### src/rtl/uart_pkg.sv
// Shared definitions for the buffered UART transmitter: FSM encoding,
// parity-sense constants and a frame-length helper.
package uart_pkg;

  typedef enum logic [2:0] {
    ST_IDLE   = 3'd0,
    ST_START  = 3'd1,
    ST_DATA   = 3'd2,
    ST_PARITY = 3'd3,
    ST_STOP   = 3'd4
  } uart_state_t;

  localparam int PAR_EVEN = 0;
  localparam int PAR_ODD  = 1;

  // Clock cycles occupied by one complete frame on the line.
  function automatic int frame_clks(input int dw, input int par_en,
                                    input int stop_bits, input int cpb);
    return (1 + dw + par_en + stop_bits) * cpb;
  endfunction

endpackage

### src/rtl/uart_sync_fifo.sv
// Single-clock word FIFO. The caller qualifies push/pop; a push and a pop
// in the same cycle are legal even when full and leave the count unchanged.
module uart_sync_fifo #(
  parameter int DATA_WIDTH = 8,
  parameter int FIFO_DEPTH = 4
) (
  input  logic                            clk,
  input  logic                            rst,
  input  logic                            push,
  input  logic                            pop,
  input  logic [DATA_WIDTH-1:0]           wr_data,
  output logic [DATA_WIDTH-1:0]           rd_data,
  output logic                            full,
  output logic                            empty,
  output logic [$clog2(FIFO_DEPTH+1)-1:0] count
);
  localparam int PTR_W = $clog2(FIFO_DEPTH);
  localparam int CNT_W = $clog2(FIFO_DEPTH + 1);

  logic [DATA_WIDTH-1:0] mem [FIFO_DEPTH];
  logic [PTR_W-1:0]      wr_ptr;
  logic [PTR_W-1:0]      rd_ptr;
  logic [CNT_W-1:0]      count_q;

  // Pointer and occupancy bookkeeping; depth is a power of two so pointers wrap naturally.
  always_ff @(posedge clk) begin
    if (rst) begin
      wr_ptr  <= '0;
      rd_ptr  <= '0;
      count_q <= '0;
    end else begin
      if (push) wr_ptr <= wr_ptr + 1'b1;
      if (pop)  rd_ptr <= rd_ptr + 1'b1;
      case ({push, pop})
        2'b10:   count_q <= count_q + 1'b1;
        2'b01:   count_q <= count_q - 1'b1;
        default: count_q <= count_q;
      endcase
    end
  end

  // Storage array; payload is not reset, only the pointers that qualify it.
  always_ff @(posedge clk) begin
    if (push) mem[wr_ptr] <= wr_data;
  end

  assign rd_data = mem[rd_ptr];
  assign count   = count_q;
  assign full    = (count_q == CNT_W'(FIFO_DEPTH));
  assign empty   = (count_q == '0);

endmodule

### src/rtl/uart_tx_buffered.sv
// Buffered UART transmitter: queued words are serialised as
// start / data (LSB first) / optional parity / stop bits, with zero idle gap
// between frames whenever the queue is non-empty at the end of a stop bit.
module uart_tx_buffered
  import uart_pkg::*;
#(
  parameter int DATA_WIDTH   = 8,
  parameter int PAR_EN       = 1,
  parameter int PAR_TYPE     = 0,
  parameter int STOP_BITS    = 1,
  parameter int FIFO_DEPTH   = 4,
  parameter int CLKS_PER_BIT = 4
) (
  input  logic                            clk,
  input  logic                            rst,
  input  logic [DATA_WIDTH-1:0]           P_DATA_IN_TX,
  input  logic                            DATA_VALID_TX,
  output logic                            tx_out,
  output logic                            busy_flag_TX,
  output logic                            data_lost_TX,
  output logic                            fifo_full,
  output logic                            fifo_empty,
  output logic [$clog2(FIFO_DEPTH+1)-1:0] fifo_count
);
  localparam int BAUD_W = (CLKS_PER_BIT > 1) ? $clog2(CLKS_PER_BIT) : 1;
  localparam int BIT_W  = $clog2(DATA_WIDTH + 1);
  localparam logic [BAUD_W-1:0] BAUD_LAST = BAUD_W'(CLKS_PER_BIT - 1);
  localparam logic [BIT_W-1:0]  DATA_LAST = BIT_W'(DATA_WIDTH - 1);
  localparam logic [BIT_W-1:0]  STOP_LAST = BIT_W'(STOP_BITS - 1);
  localparam logic              PAR_INV   = (PAR_TYPE == PAR_ODD);

  if ((FIFO_DEPTH < 2) || ((FIFO_DEPTH & (FIFO_DEPTH - 1)) != 0)) begin : g_bad_depth
    $error("uart_tx_buffered: FIFO_DEPTH must be a power of two >= 2");
  end
  if ((STOP_BITS != 1) && (STOP_BITS != 2)) begin : g_bad_stop
    $error("uart_tx_buffered: STOP_BITS must be 1 or 2");
  end
  if (CLKS_PER_BIT < 1) begin : g_bad_cpb
    $error("uart_tx_buffered: CLKS_PER_BIT must be >= 1");
  end
  if ((PAR_TYPE != PAR_EVEN) && (PAR_TYPE != PAR_ODD)) begin : g_bad_par
    $error("uart_tx_buffered: PAR_TYPE must be 0 or 1");
  end

  uart_state_t           state_q, state_d;
  logic [BAUD_W-1:0]     baud_q, baud_d;
  logic [BIT_W-1:0]      bit_q, bit_d;
  logic [DATA_WIDTH-1:0] shift_q, shift_d;
  logic                  par_q, par_d;
  logic                  tx_q, tx_d;
  logic                  busy_q, lost_q;
  logic                  pop, push_ok, start_frame, baud_last;
  logic [DATA_WIDTH-1:0] rd_data;

  // A full queue still accepts a word in the cycle the FSM pops one.
  assign push_ok   = DATA_VALID_TX && (!fifo_full || pop);
  assign baud_last = (baud_q == BAUD_LAST);

  uart_sync_fifo #(
    .DATA_WIDTH(DATA_WIDTH),
    .FIFO_DEPTH(FIFO_DEPTH)
  ) u_fifo (
    .clk    (clk),
    .rst    (rst),
    .push   (push_ok),
    .pop    (pop),
    .wr_data(P_DATA_IN_TX),
    .rd_data(rd_data),
    .full   (fifo_full),
    .empty  (fifo_empty),
    .count  (fifo_count)
  );

  // Next-state, counter and shift logic; tx level is derived from the next state so the pin is registered.
  always_comb begin
    state_d     = state_q;
    baud_d      = baud_q;
    bit_d       = bit_q;
    shift_d     = shift_q;
    par_d       = par_q;
    pop         = 1'b0;
    start_frame = 1'b0;
    tx_d        = 1'b1;
    case (state_q)
      ST_IDLE: begin
        if (!fifo_empty) start_frame = 1'b1;
      end
      ST_START: begin
        if (baud_last) begin
          state_d = ST_DATA;
          baud_d  = '0;
          bit_d   = '0;
        end else begin
          baud_d = baud_q + 1'b1;
        end
      end
      ST_DATA: begin
        if (baud_last) begin
          baud_d  = '0;
          shift_d = shift_q >> 1;
          if (bit_q == DATA_LAST) begin
            state_d = (PAR_EN != 0) ? ST_PARITY : ST_STOP;
            bit_d   = '0;
          end else begin
            bit_d = bit_q + 1'b1;
          end
        end else begin
          baud_d = baud_q + 1'b1;
        end
      end
      ST_PARITY: begin
        if (baud_last) begin
          state_d = ST_STOP;
          baud_d  = '0;
          bit_d   = '0;
        end else begin
          baud_d = baud_q + 1'b1;
        end
      end
      ST_STOP: begin
        if (baud_last) begin
          baud_d = '0;
          if (bit_q == STOP_LAST) begin
            bit_d = '0;
            if (!fifo_empty) start_frame = 1'b1;
            else             state_d     = ST_IDLE;
          end else begin
            bit_d = bit_q + 1'b1;
          end
        end else begin
          baud_d = baud_q + 1'b1;
        end
      end
      default: state_d = ST_IDLE;
    endcase
    if (start_frame) begin
      pop     = 1'b1;
      shift_d = rd_data;
      par_d   = (^rd_data) ^ PAR_INV;
      state_d = ST_START;
      baud_d  = '0;
      bit_d   = '0;
    end
    case (state_d)
      ST_START:  tx_d = 1'b0;
      ST_DATA:   tx_d = shift_d[0];
      ST_PARITY: tx_d = par_d;
      default:   tx_d = 1'b1;
    endcase
  end

  // Control state and registered line/flag outputs.
  always_ff @(posedge clk) begin
    if (rst) begin
      state_q <= ST_IDLE;
      baud_q  <= '0;
      bit_q   <= '0;
      tx_q    <= 1'b1;
      busy_q  <= 1'b0;
      lost_q  <= 1'b0;
    end else begin
      state_q <= state_d;
      baud_q  <= baud_d;
      bit_q   <= bit_d;
      tx_q    <= tx_d;
      busy_q  <= (state_d != ST_IDLE);
      lost_q  <= DATA_VALID_TX && !push_ok;
    end
  end

  // Frame payload and parity; qualified by the FSM, so no reset needed.
  always_ff @(posedge clk) begin
    shift_q <= shift_d;
    par_q   <= par_d;
  end

  assign tx_out       = tx_q;
  assign busy_flag_TX = busy_q;
  assign data_lost_TX = lost_q;

endmodule

### config.mk
export PLATFORM = sky130hd
export DESIGN_NAME = uart_tx_buffered
export DESIGN_NICKNAME = d
export VERILOG_FILES = /design/src/rtl/uart_pkg.sv /design/src/rtl/uart_sync_fifo.sv /design/src/rtl/uart_tx_buffered.sv
export SDC_FILE = /design/constraint.sdc
export NUM_CORES = 1
export LEC_CHECK = 0
export ABC_CLOCK_PERIOD_IN_PS = 7850
export CAP_MARGIN = 20
export CORE_MARGIN = 10
export CORE_UTILIZATION = 62
export CTS_CLUSTER_SIZE = 24
export DETAILED_ROUTE_END_ITERATION = 8
export GPL_TIMING_DRIVEN = 0
export HOLD_SLACK_MARGIN = 0.1
export PLACE_DENSITY = 0.93
export SYNTH_ARGS = -nofsm -noshare
export SYNTH_HDL_FRONTEND = slang
export SYNTH_HIERARCHICAL = 1
export SYNTH_SLANG_ARGS = --single-unit
### constraint.sdc
create_clock -name clk -period 7.85 [get_ports clk]
set_clock_uncertainty 0.2 [all_clocks]
set_input_delay 2.355 -clock clk [delete_from_list [all_inputs] [get_ports clk]]
set_output_delay 2.355 -clock clk [all_outputs]
set_load 0.02 [all_outputs]
==> reports/metrics.cfg, run 1 <==
[outcome]
status=completed

[timing]
setup_ws_ps=3310
rsz0062_at_grt=no
setup_viol=0
finalSetupTns_ps=0
slew_headroom_pct=57.1
max_clock_freq_mhz=220
period_share_pct=57.8
finalHoldViolations=0
slew_viol_final=0
holdWs_ps=294
final.min_clock_period_ps=4540
worstMarginPinSlew_ps=639

[layout]
post-route-util_pct=73.4
diodes=0
final_area_um2=3170
final_cell_mix=39 x edfxtp_1, 24 x nor2_1, 23 x dfxtp_1
nets=259
mostFrequentLayoutCell=edfxtp_1
final_layout_size_suffix_gt1_share_pct=14.3
finalNonFillerCells=296
syn2layout_area_growth_pct=15.2

[synthesis]
synth_top_family_by_area=simple AND/OR/NAND/NOR gates
ys_seq_area_share_pct=59.3
yosys_warnings=6
synth_cell_types=42
synth_compound_area_share_pct=8.50
synth_seq_cells=62
syn_nets=230
syn_area_um2=2750
synth_xor_area_share_pct=4.14
avgSynthCellArea_um2=13.1
muxShareOfSynthArea_pct=8.00
synthAdderAreaFrac_pct=4.36
synth_simple_gate_area_share_pct=12.4
netlist_instances=210

[placement]
dp.cells=280
place_congestion=0.823
pre_cts_ws_ps=3300
hpwl_mm=3.56
placed_cell_area_um2=3000
numPortBuffers=18

[critical_path]
crit_required_ps=5300
critPathMaxFanout=4
worstSetupPathType=flip-flop to output pin
cp.arrival_ps=1980
crit_path_start_kind=flip-flop
cp-end-kind=output pin

[clocking]
clk_latency_ps=350
cts-resized-gates=0
path_clk_slew_ps=70
ctsHoldBuffers=0
clockRootBuffer=clkbuf_8
cts_buffer_depth=2
cts_sinks=62
post_cts_buffers=0
cts_tree=done
cts_max_level=3
cts_buffers=9

[global_route]
grt_usage_pct=15.2
grt_pass1_vias=1776
grt_pass1_wl_mm=8.62
grt_start_max_net_pins=13
globalRouteOverflowTotal=0
antenna_found_initial=0

[worst_hold_path]
hold_class=flip-flop to flip-flop

[floorplanning]
core-area_um2=4320
initial_utilization_pct=63.7
chipWidth_um=86.6
dieArea_um2=7500
fp-row-count=24
ios=19
die_h_um=86.6

[power]
intPower_mw=0.744
seq_power_share_pct=40.4
peakVddDrop_mv=0.244
pwr-share-comb_pct=38.2
pwr-share-clk_pct=21.4
power_density_nw_per_um2=362
p_total_mw=1.15
swShare_pct=35.2
p_sw_mw=0.404
leakagePower_nw=1.10

[routing]
vias_per_cell=5.98
vias=1769
first_pass_iters=4
drtAntennaViolNets=0
wl_per_cell_um=17.4
wl_mm=5.17
drc=0
drt_iter0_markers=136

[run]
max-cap-violations=0

power groups by stage:
stage	sequential, mW	combinational [mW]	clock (mW)
floorplan	0.476	0.309	0
global placement	0.467	0.415	0
detailed placement	0.470	0.435	0
CTS	0.464	0.440	0.251
global route	0.472	0.473	0.267
finish	0.464	0.439	0.245
worst paths after layout:
| path | start | end | slack, ps | cells past startpoint |
|---|---|---|---|---|
| max reg2reg | baud_q[0] | u_fifo/count[2] | 4390 | 13 |
| max | u_fifo/count[1] | fifo_empty | 3310 | 2 |
| min | bit_q[0] | bit_q[0] | 290 | 2 |
| min reg2reg | bit_q[0] | bit_q[0] | 290 | 2 |
kinds of logic after synthesis:
kind of cell | Yosys count
fa+ha+maj | 9
buf+inv | 20
compound gates | 31
simple gates | 63
flops | 62
mux | 12
xor+xnor | 13
cell usage after synthesis:
master      n  share of area (%)
nand4bb_1   1               0.41
o21ai_0     5               0.91
a32oi_1     1               0.32
clkbuf_2    1               0.18
a22o_1      6                1.9
nor4b_1     1               0.32
and2_1      7                1.6
xnor2_1     9                2.9
nand2_1     7               0.95
nor3_1      4               0.73
o311ai_0    1               0.32
nor2b_1     4               0.91
dfxtp_1    23                 17
a21o_1      1               0.27
o221ai_1    1               0.32
mux2i_1     4                1.5
buf_6       1               0.41
xor2_1      4                1.3
nor2_1     24                3.3
and3b_1     1               0.32
inv_1      10                1.4
nand3_1     3               0.55
edfxtp_1   39                 43
nor4_1      1               0.23
a31oi_1     4               0.91
and3_1      2               0.45
nor3b_1     2               0.55
nand4bb_4   1                1.0
o21a_1      1               0.27
a311o_1     1               0.36
a2111oi_4   1                1.0
a41oi_1     1               0.32
o32ai_1     1               0.32
a21oi_1     7                1.3
or3_1       2               0.45
clkbuf_1    4               0.55
ha_1        8                3.6
fa_1        1               0.73
buf_4       1               0.27
or2_2       3               0.68
buf_2       3               0.55
mux4_2      8                6.5
routing by layer:
| metal | part of all wire (%) | GRT usage (%) | vias up |
|---|---|---|---|
| li1 | - | - | 830 |
| met1 | 40 | 15.9 | 888 |
| met2 | 52 | 25.6 | 40 |
| met3 | 5.2 | 5.91 | 11 |
| met4 | 2.4 | 8.69 | 0 |
| met5 | 0 | 0 | - |
cell type report:
type | instances | area (um^2)
buffer | 10 | 53.8
clock buffer | 9 | 124
clock inverter | 7 | 50.0
fill | 280 | 1150
inverter | 10 | 37.5
multi-input combinational | 128 | 1030
sequential | 62 | 1630
tap | 52 | 65.1
timing repair buffer | 18 | 180
flip-flops by register name (all words and copies together) (netlist names), named ones only:
name and flops:
data_lost_TX 1, u_fifo/rd_ptr 2, busy_flag_TX 1, u_fifo/wr_ptr 2, tx_out 1, par_q 1
u_fifo/count 3, baud_q 2, u_fifo/mem 32, state_q 3, bit_q 4, shift_q 8
worst max-delay path, stage by stage (launching register included):
cell	delay, ps
dfxtp_1	340
nor3_1	560
clkdlybuf4s50_1	730
No activity file was read; power rests on OpenSTA's default activity.
==> run 2: changes to the inputs <==
--- a/config.mk
+++ b/config.mk
@@ -5,15 +5,15 @@
 export SDC_FILE = /design/constraint.sdc
 export NUM_CORES = 1
 export LEC_CHECK = 0
-export ABC_CLOCK_PERIOD_IN_PS = 7850
+export ABC_CLOCK_PERIOD_IN_PS = 4000
 export CAP_MARGIN = 20
 export CORE_MARGIN = 10
-export CORE_UTILIZATION = 62
+export CORE_UTILIZATION = 52
 export CTS_CLUSTER_SIZE = 24
 export DETAILED_ROUTE_END_ITERATION = 8
 export GPL_TIMING_DRIVEN = 0
 export HOLD_SLACK_MARGIN = 0.1
-export PLACE_DENSITY = 0.93
+export PLACE_DENSITY = 0.85
 export SYNTH_ARGS = -nofsm -noshare
 export SYNTH_HDL_FRONTEND = slang
 export SYNTH_HIERARCHICAL = 1
==> constraint.sdc (replaced) <==
create_clock -name clk -period 4 [get_ports clk]
set_clock_uncertainty 0.2 [all_clocks]
set_input_delay 1.2 -clock clk [delete_from_list [all_inputs] [get_ports clk]]
set_output_delay 1.2 -clock clk [all_outputs]
set_load 0.02 [all_outputs]
==> reports/metrics.cfg, run 2 (synthesis gave the netlist of run 1 again) <==
[outcome]
status=completed

[layout]
nets=259  ; unchanged
final_layout_size_suffix_gt1_share_pct=14.3  ; unchanged
largest_reg_flops=32  ; unchanged
mostFrequentLayoutCell=edfxtp_1
diodes=0  ; unchanged
post-route-util_pct=62.6  ; -11 points
syn2layout_area_growth_pct=16.2
final_cell_mix=39 x edfxtp_1, 24 x nor2_1, 23 x dfxtp_1
top_regs=u_fifo/mem (32), shift_q (8), bit_q (4)
top_register=u_fifo/mem

[timing]
final.min_clock_period_ps=3480
max_clock_freq_mhz=287
setup_ws_ps=521  ; -2790 ps
finalHoldViolations=0  ; unchanged
holdWs_ps=297  ; +2.84 ps
period_share_pct=87.0
slew_headroom_pct=59.4  ; +2.3 points
finalSetupTns_ps=0  ; unchanged
rsz0062_at_grt=no
setup_viol=0  ; unchanged
slew_viol_final=0  ; unchanged
worstMarginPinSlew_ps=605  ; -34.3 ps

[clocking]
clk_latency_ps=340  ; about the same
ctsHoldBuffers=0  ; unchanged
cts_buffer_depth=2  ; unchanged
cts_buffers=9  ; unchanged
clockRootBuffer=clkbuf_8
post_cts_buffers=0  ; unchanged
path_clk_slew_ps=80  ; about the same
cts_max_level=3  ; unchanged
cts_tree=done
cts-resized-gates=0  ; unchanged
cts_sinks=62  ; unchanged

[routing]
drt_iter0_markers=94  ; -31%
first_pass_iters=4  ; unchanged
drc=0  ; unchanged
vias_per_cell=5.42  ; -9.4%
wl_met1_mm=1.98  ; -4.1%
drtAntennaViolNets=0  ; unchanged
wl_mm=4.94  ; -4.4%
met3_length_um=239  ; -10%
wl_per_cell_um=15.7  ; -9.8%
dr.max_layer_used=met4
met2_wirelength_mm=2.58  ; -4.8%
vias=1701  ; -3.8%

[floorplanning]
fp-row-count=26  ; +8.3%
ios=19  ; unchanged
core-area_um2=5110  ; +18%
dieArea_um2=8600  ; +15%
initial_utilization_pct=53.9  ; -9.8 points
chipWidth_um=92.8  ; +7.1%
die_h_um=92.8  ; +7.1%

[global_route]
grt_pass1_vias=1699  ; -4.3%
grt_usage_pct=12.4  ; -2.8 points
grt_start_max_net_pins=14  ; +1
antenna_found_initial=0  ; unchanged
globalRouteOverflowTotal=0  ; unchanged
grt_pass1_wl_mm=8.21  ; -4.7%

[power]
leakagePower_nw=1.11  ; +0.45%
power_density_nw_per_um2=707  ; +95%
peakVddDrop_mv=0.395  ; +62%
p_total_mw=2.26  ; +97%

[placement]
hpwl_mm=3.45  ; -3.1%
place_congestion=0.770  ; -6.4%
numPortBuffers=18  ; unchanged
pre_cts_ws_ps=573  ; -2730 ps

[critical_path]
worstSetupPathType=flip-flop to flip-flop
max_stage_delay_ps=610  ; -120 ps
crit_buf_inv=4  ; +3
cp-end-kind=flip-flop
crit_required_ps=4060  ; -1240 ps
critPathMaxFanout=12  ; +8
worstPathCellList=ha_1 > buf_4 > nand4bb_4 > a2111oi_4 > buf_2 > o21a_1 > inv_1 > ha_1 > inv_1 > fa_1 > xor2_1 > or3_1 > a21oi_1
crit_path_top_delay_cell=a2111oi_4
cp.arrival_ps=3540  ; +1560 ps
cp_top_family=compound AO/OA/AOI/OAI gates
crit_path_start_kind=flip-flop

[worst_hold_path]
hold_class=flip-flop to flip-flop

[run]
max-cap-violations=0  ; unchanged

[run 2: changes by cell type in the layout (fill, tap and decap cells not counted)]
cell,previous run,this run
clkinv_2,2,1
clkinvlp_4,3,2
inv_6,1,3
[run 2: routing by layer]
layer / up-vias / global-route usage, %
met1: 821 / 13.3
met5: - / 0
li1: 827 / -
met2: 38 / 20.7
met4: 0 / 7.84
met3: 15 / 4.12
[run 2: path summary, 6_finish.rpt]
kind / start / to / slack [ps] / depth (start not counted)
worst max-delay path: baud_q[0] / u_fifo/count[2] / 520 / 13
worst min-delay path: bit_q[0] / bit_q[0] / 300 / 2
worst max register to register: baud_q[0] / u_fifo/count[2] / 520 / 13
worst min register to register: bit_q[0] / bit_q[0] / 300 / 2
[run 2: per-stage QoR]
stage               instances  cell area, um^2
floorplan                 210             2750
global placement          298             3020
detailed placement        298             3020
CTS                       314             3200
global route              314             3200
finish                    314             3200
[run 2: final cells by class]
type | count | area [um^2]
buffer | 10 | 53.8
clock buffer | 9 | 124
clock inverter | 7 | 55.1
fill | 382 | 1910
inverter | 10 | 37.5
multi-input combinational | 128 | 1030
sequential | 62 | 1630
tap | 70 | 87.6
timing repair buffer | 18 | 180
[run 2: where the power goes]
group / total, mW / internal (mW) / switching, mW
clock network: 0.492 / 0.230 / 0.262
logic: 0.860 / 0.393 / 0.468
registers: 0.908 / 0.845 / 0.0637
total: 2.26 / 1.47 / 0.793
[run 2: worst register-to-register path: stages, from the launching register on]
cell       delay, ps
dfxtp_1          350
ha_1             150
buf_4            170
nand4bb_4        140
a2111oi_4        610
buf_2            360
o21a_1           300
inv_1             80
ha_1             220
inv_1             80
fa_1             200
xor2_1            90
or3_1            310
a21oi_1          140
==> run 3: changes to the inputs <==
--- a/config.mk
+++ b/config.mk
@@ -5,16 +5,15 @@
 export SDC_FILE = /design/constraint.sdc
 export NUM_CORES = 1
 export LEC_CHECK = 0
-export ABC_CLOCK_PERIOD_IN_PS = 4000
+export ABC_CLOCK_PERIOD_IN_PS = 4400
 export CAP_MARGIN = 20
 export CORE_MARGIN = 10
-export CORE_UTILIZATION = 52
+export CORE_UTILIZATION = 62
 export CTS_CLUSTER_SIZE = 24
 export DETAILED_ROUTE_END_ITERATION = 8
 export GPL_TIMING_DRIVEN = 0
 export HOLD_SLACK_MARGIN = 0.1
-export PLACE_DENSITY = 0.85
+export PLACE_DENSITY = 0.93
 export SYNTH_ARGS = -nofsm -noshare
 export SYNTH_HDL_FRONTEND = slang
-export SYNTH_HIERARCHICAL = 1
 export SYNTH_SLANG_ARGS = --single-unit
==> constraint.sdc (replaced) <==
create_clock -name clk -period 4.4 [get_ports clk]
set_clock_uncertainty 0.2 [all_clocks]
set_input_delay 1.32 -clock clk [delete_from_list [all_inputs] [get_ports clk]]
set_output_delay 1.32 -clock clk [all_outputs]
set_load 0.02 [all_outputs]
==> reports/metrics.cfg, run 3 <==
[global_route]
grt_pass1_wl_mm=8.27  ; +0.76%
antenna_found_initial=0  ; unchanged
grt_start_max_net_pins=14  ; unchanged
globalRouteOverflowTotal=0  ; unchanged
grt_pass1_vias=1712  ; +0.77%
grt_usage_pct=14.1  ; +1.7 points

[clocking]
cts_sinks=62  ; unchanged
clockRootBuffer=clkbuf_8
post_cts_buffers=0  ; unchanged
clk_latency_ps=340  ; about the same
cts_buffers=9  ; unchanged
path_clk_slew_ps=80  ; about the same
ctsHoldBuffers=0  ; unchanged
cts_buffer_depth=2  ; unchanged
cts_max_level=3  ; unchanged
cts_tree=done
cts-resized-gates=0  ; unchanged

[power]
p_total_mw=2.23  ; -1.3%
power_density_nw_per_um2=693  ; -1.9%
intPower_mw=1.48  ; +0.64%
pwr-share-comb_pct=37.2  ; -0.8 points
p_sw_mw=0.754  ; -5.0%
seq_power_share_pct=37.3  ; -2.9 points
leakagePower_nw=1.11  ; +0.29%
pwr-share-clk_pct=25.5  ; +3.7 points
swShare_pct=33.8  ; -1.3 points
peakVddDrop_mv=0.407  ; +3.1%

[layout]
finalNonFillerCells=291  ; -7.3%
final_cell_mix=39 x edfxtp_1, 23 x dfxtp_1, 20 x nor2_1
nets=253  ; -2.3%
top_regs=u_fifo.mem (32), shift_q (8), bit_q (4)
final_area_um2=3220  ; +0.59%
final_layout_size_suffix_gt1_share_pct=16.7  ; +2.4 points
largest_reg_flops=32  ; unchanged
syn2layout_area_growth_pct=17.2
top_register=u_fifo.mem
fillers=270  ; -29%
post-route-util_pct=74.4  ; +12 points
multi_input_area_um2=1030  ; +0.36%
diodes=0  ; unchanged
mostFrequentLayoutCell=edfxtp_1
ff_latch_area_um2=1630  ; unchanged

[synthesis]
avgSynthCellArea_um2=13.4  ; +2.2%
synth_area_leaders=edfxtp_1 43%, dfxtp_1 17%, mux4_2 6.6%, ha_1 3.2%, xnor2_1 3.2%
synth_flop_cell=edfxtp_1
synth_top_area_cell=edfxtp_1
yosysTopAreaCellShare_pct=42.6  ; +0.097 points
netlist_instances=205  ; -2.4%
synth_most_common_cell=edfxtp_1
synthArstFlopShare_pct=0  ; unchanged
syn_nets=224  ; -2.6%
yosys_warnings=0  ; -6
ys_seq_area_share_pct=59.4  ; +0.14 points
synth_seq_cells=62  ; unchanged
syn_area_um2=2750  ; -0.23%
yosys-top-cells-count=39 x edfxtp_1, 23 x dfxtp_1, 20 x nor2_1, 10 x xnor2_1
synth-edff-count=39  ; unchanged
synth_cell_types=45  ; +7.1%

[routing]
first_pass_iters=4  ; unchanged
vias=1693  ; -0.47%
vias_per_cell=5.82  ; +7.4%
wl_mm=5.03  ; +1.9%
drtAntennaViolNets=0  ; unchanged
drt_iter0_markers=107  ; +14%
wl_per_cell_um=17.3  ; +9.9%
drc=0  ; unchanged

[timing]
period_share_pct=76.5
slew_viol_final=0  ; unchanged
slew_headroom_pct=51.6  ; -7.8 points
worstMarginPinSlew_ps=726  ; +122 ps
rsz0062_at_grt=no
setup_viol=0  ; unchanged
max_clock_freq_mhz=297
finalHoldViolations=0  ; unchanged
finalSetupTns_ps=0  ; unchanged
final.min_clock_period_ps=3370

[critical_path]
critPathMaxFanout=4  ; -8
cp-end-kind=output pin
crit_required_ps=2880  ; -1180 ps
cp.arrival_ps=1850  ; -1690 ps
crit_path_start_kind=flip-flop
worstSetupPathType=flip-flop to output pin

[floorplanning]
chipWidth_um=86.6  ; -6.7%
dieArea_um2=7490  ; -13%
core-area_um2=4320  ; -15%
die_h_um=86.6  ; -6.7%
initial_utilization_pct=63.5  ; +9.6 points
fp-row-count=24  ; -7.7%
ios=19  ; unchanged

[outcome]
status=completed

[placement]
numPortBuffers=18  ; unchanged
place_congestion=0.859  ; +11%
dp.cells=275  ; -7.7%
placed_cell_area_um2=2990  ; -0.95%
hpwl_mm=3.43  ; -0.32%

[worst_hold_path]
hold_class=flip-flop to flip-flop

[run]
max-cap-violations=0  ; unchanged

run 3: cell types whose count changed in the layout (fill, tap and decap cells not counted), sizes merged, moves of 3 or more:
| cell | previous run | this run |
|---|---|---|
| a31oi | 4 | 1 |
| nand3 | 3 | 8 |
| nor2b | 4 | 1 |
| nand2b | 0 | 3 |
| nor2 | 24 | 21 |
| a21oi | 7 | 10 |
| clkbuf | 14 | 11 |
run 3: final timing paths:
kind | start | end | slack (ps) | depth (start not counted)
max reg2reg | baud_q[0] | u_fifo.count[2] | 1400 | 10
max | u_fifo.count[1] | fifo_full | 1030 | 4
min reg2reg | bit_q[1] | bit_q[1] | 290 | 2
min | bit_q[1] | bit_q[1] | 290 | 2
run 3: routing by layer:
layer / vias up / global-route usage (%) / wire length [um]
li1: 816 / - / -
met1: 829 / 16.7 / 2170
met2: 44 / 22.8 / 2590
met3: 4 / 4.60 / 228
met4: 0 / 6.63 / 54
met5: - / 0 / 0
run 3: final cells by class:
type	count	share of cell area, %
flip-flops and latches	62	50.7
multi-input cells	125	32.1
repair buffers	18	5.60
clock buffers	9	3.85
clock inverters	7	3.19
well taps	52	2.02
plain buffers	9	1.48
inverters	9	1.05
run 3: power by group through the flow:
stage               logic [mW]  registers [mW]  clock network [mW]
floorplan                0.599           0.852                   0
global placement         0.798           0.835                   0
detailed placement       0.833           0.842                   0
CTS                      0.836           0.833               0.573
global route             0.904           0.843               0.602
finish                   0.829           0.832               0.570
run 3: cell families after synthesis:
family,synth area share (%)
flops,59.4
simple gates,12.4
buf+inv,2.96
xor+xnor,3.83
compound gates,9.48
mux,8.02
fa+ha+maj,3.92
run 3: through the flow:
| step | hold WS (ps) | worst slack, ps |
|---|---|---|
| final | 295 | 1030 |
| after global routing | 322 | 915 |
| after CTS | 296 | 1030 |
| after detailed placement | 285 | 1060 |
| after global placement | 269 | 1110 |
| after floorplan | 255 | 1770 |
run 3: worst max-delay path, stage by stage, from the launching register on:
cell and delay (ps):
dfxtp_1 350, inv_1 130, nand3_1 160, inv_1 210
clkdlybuf4s50_1 650
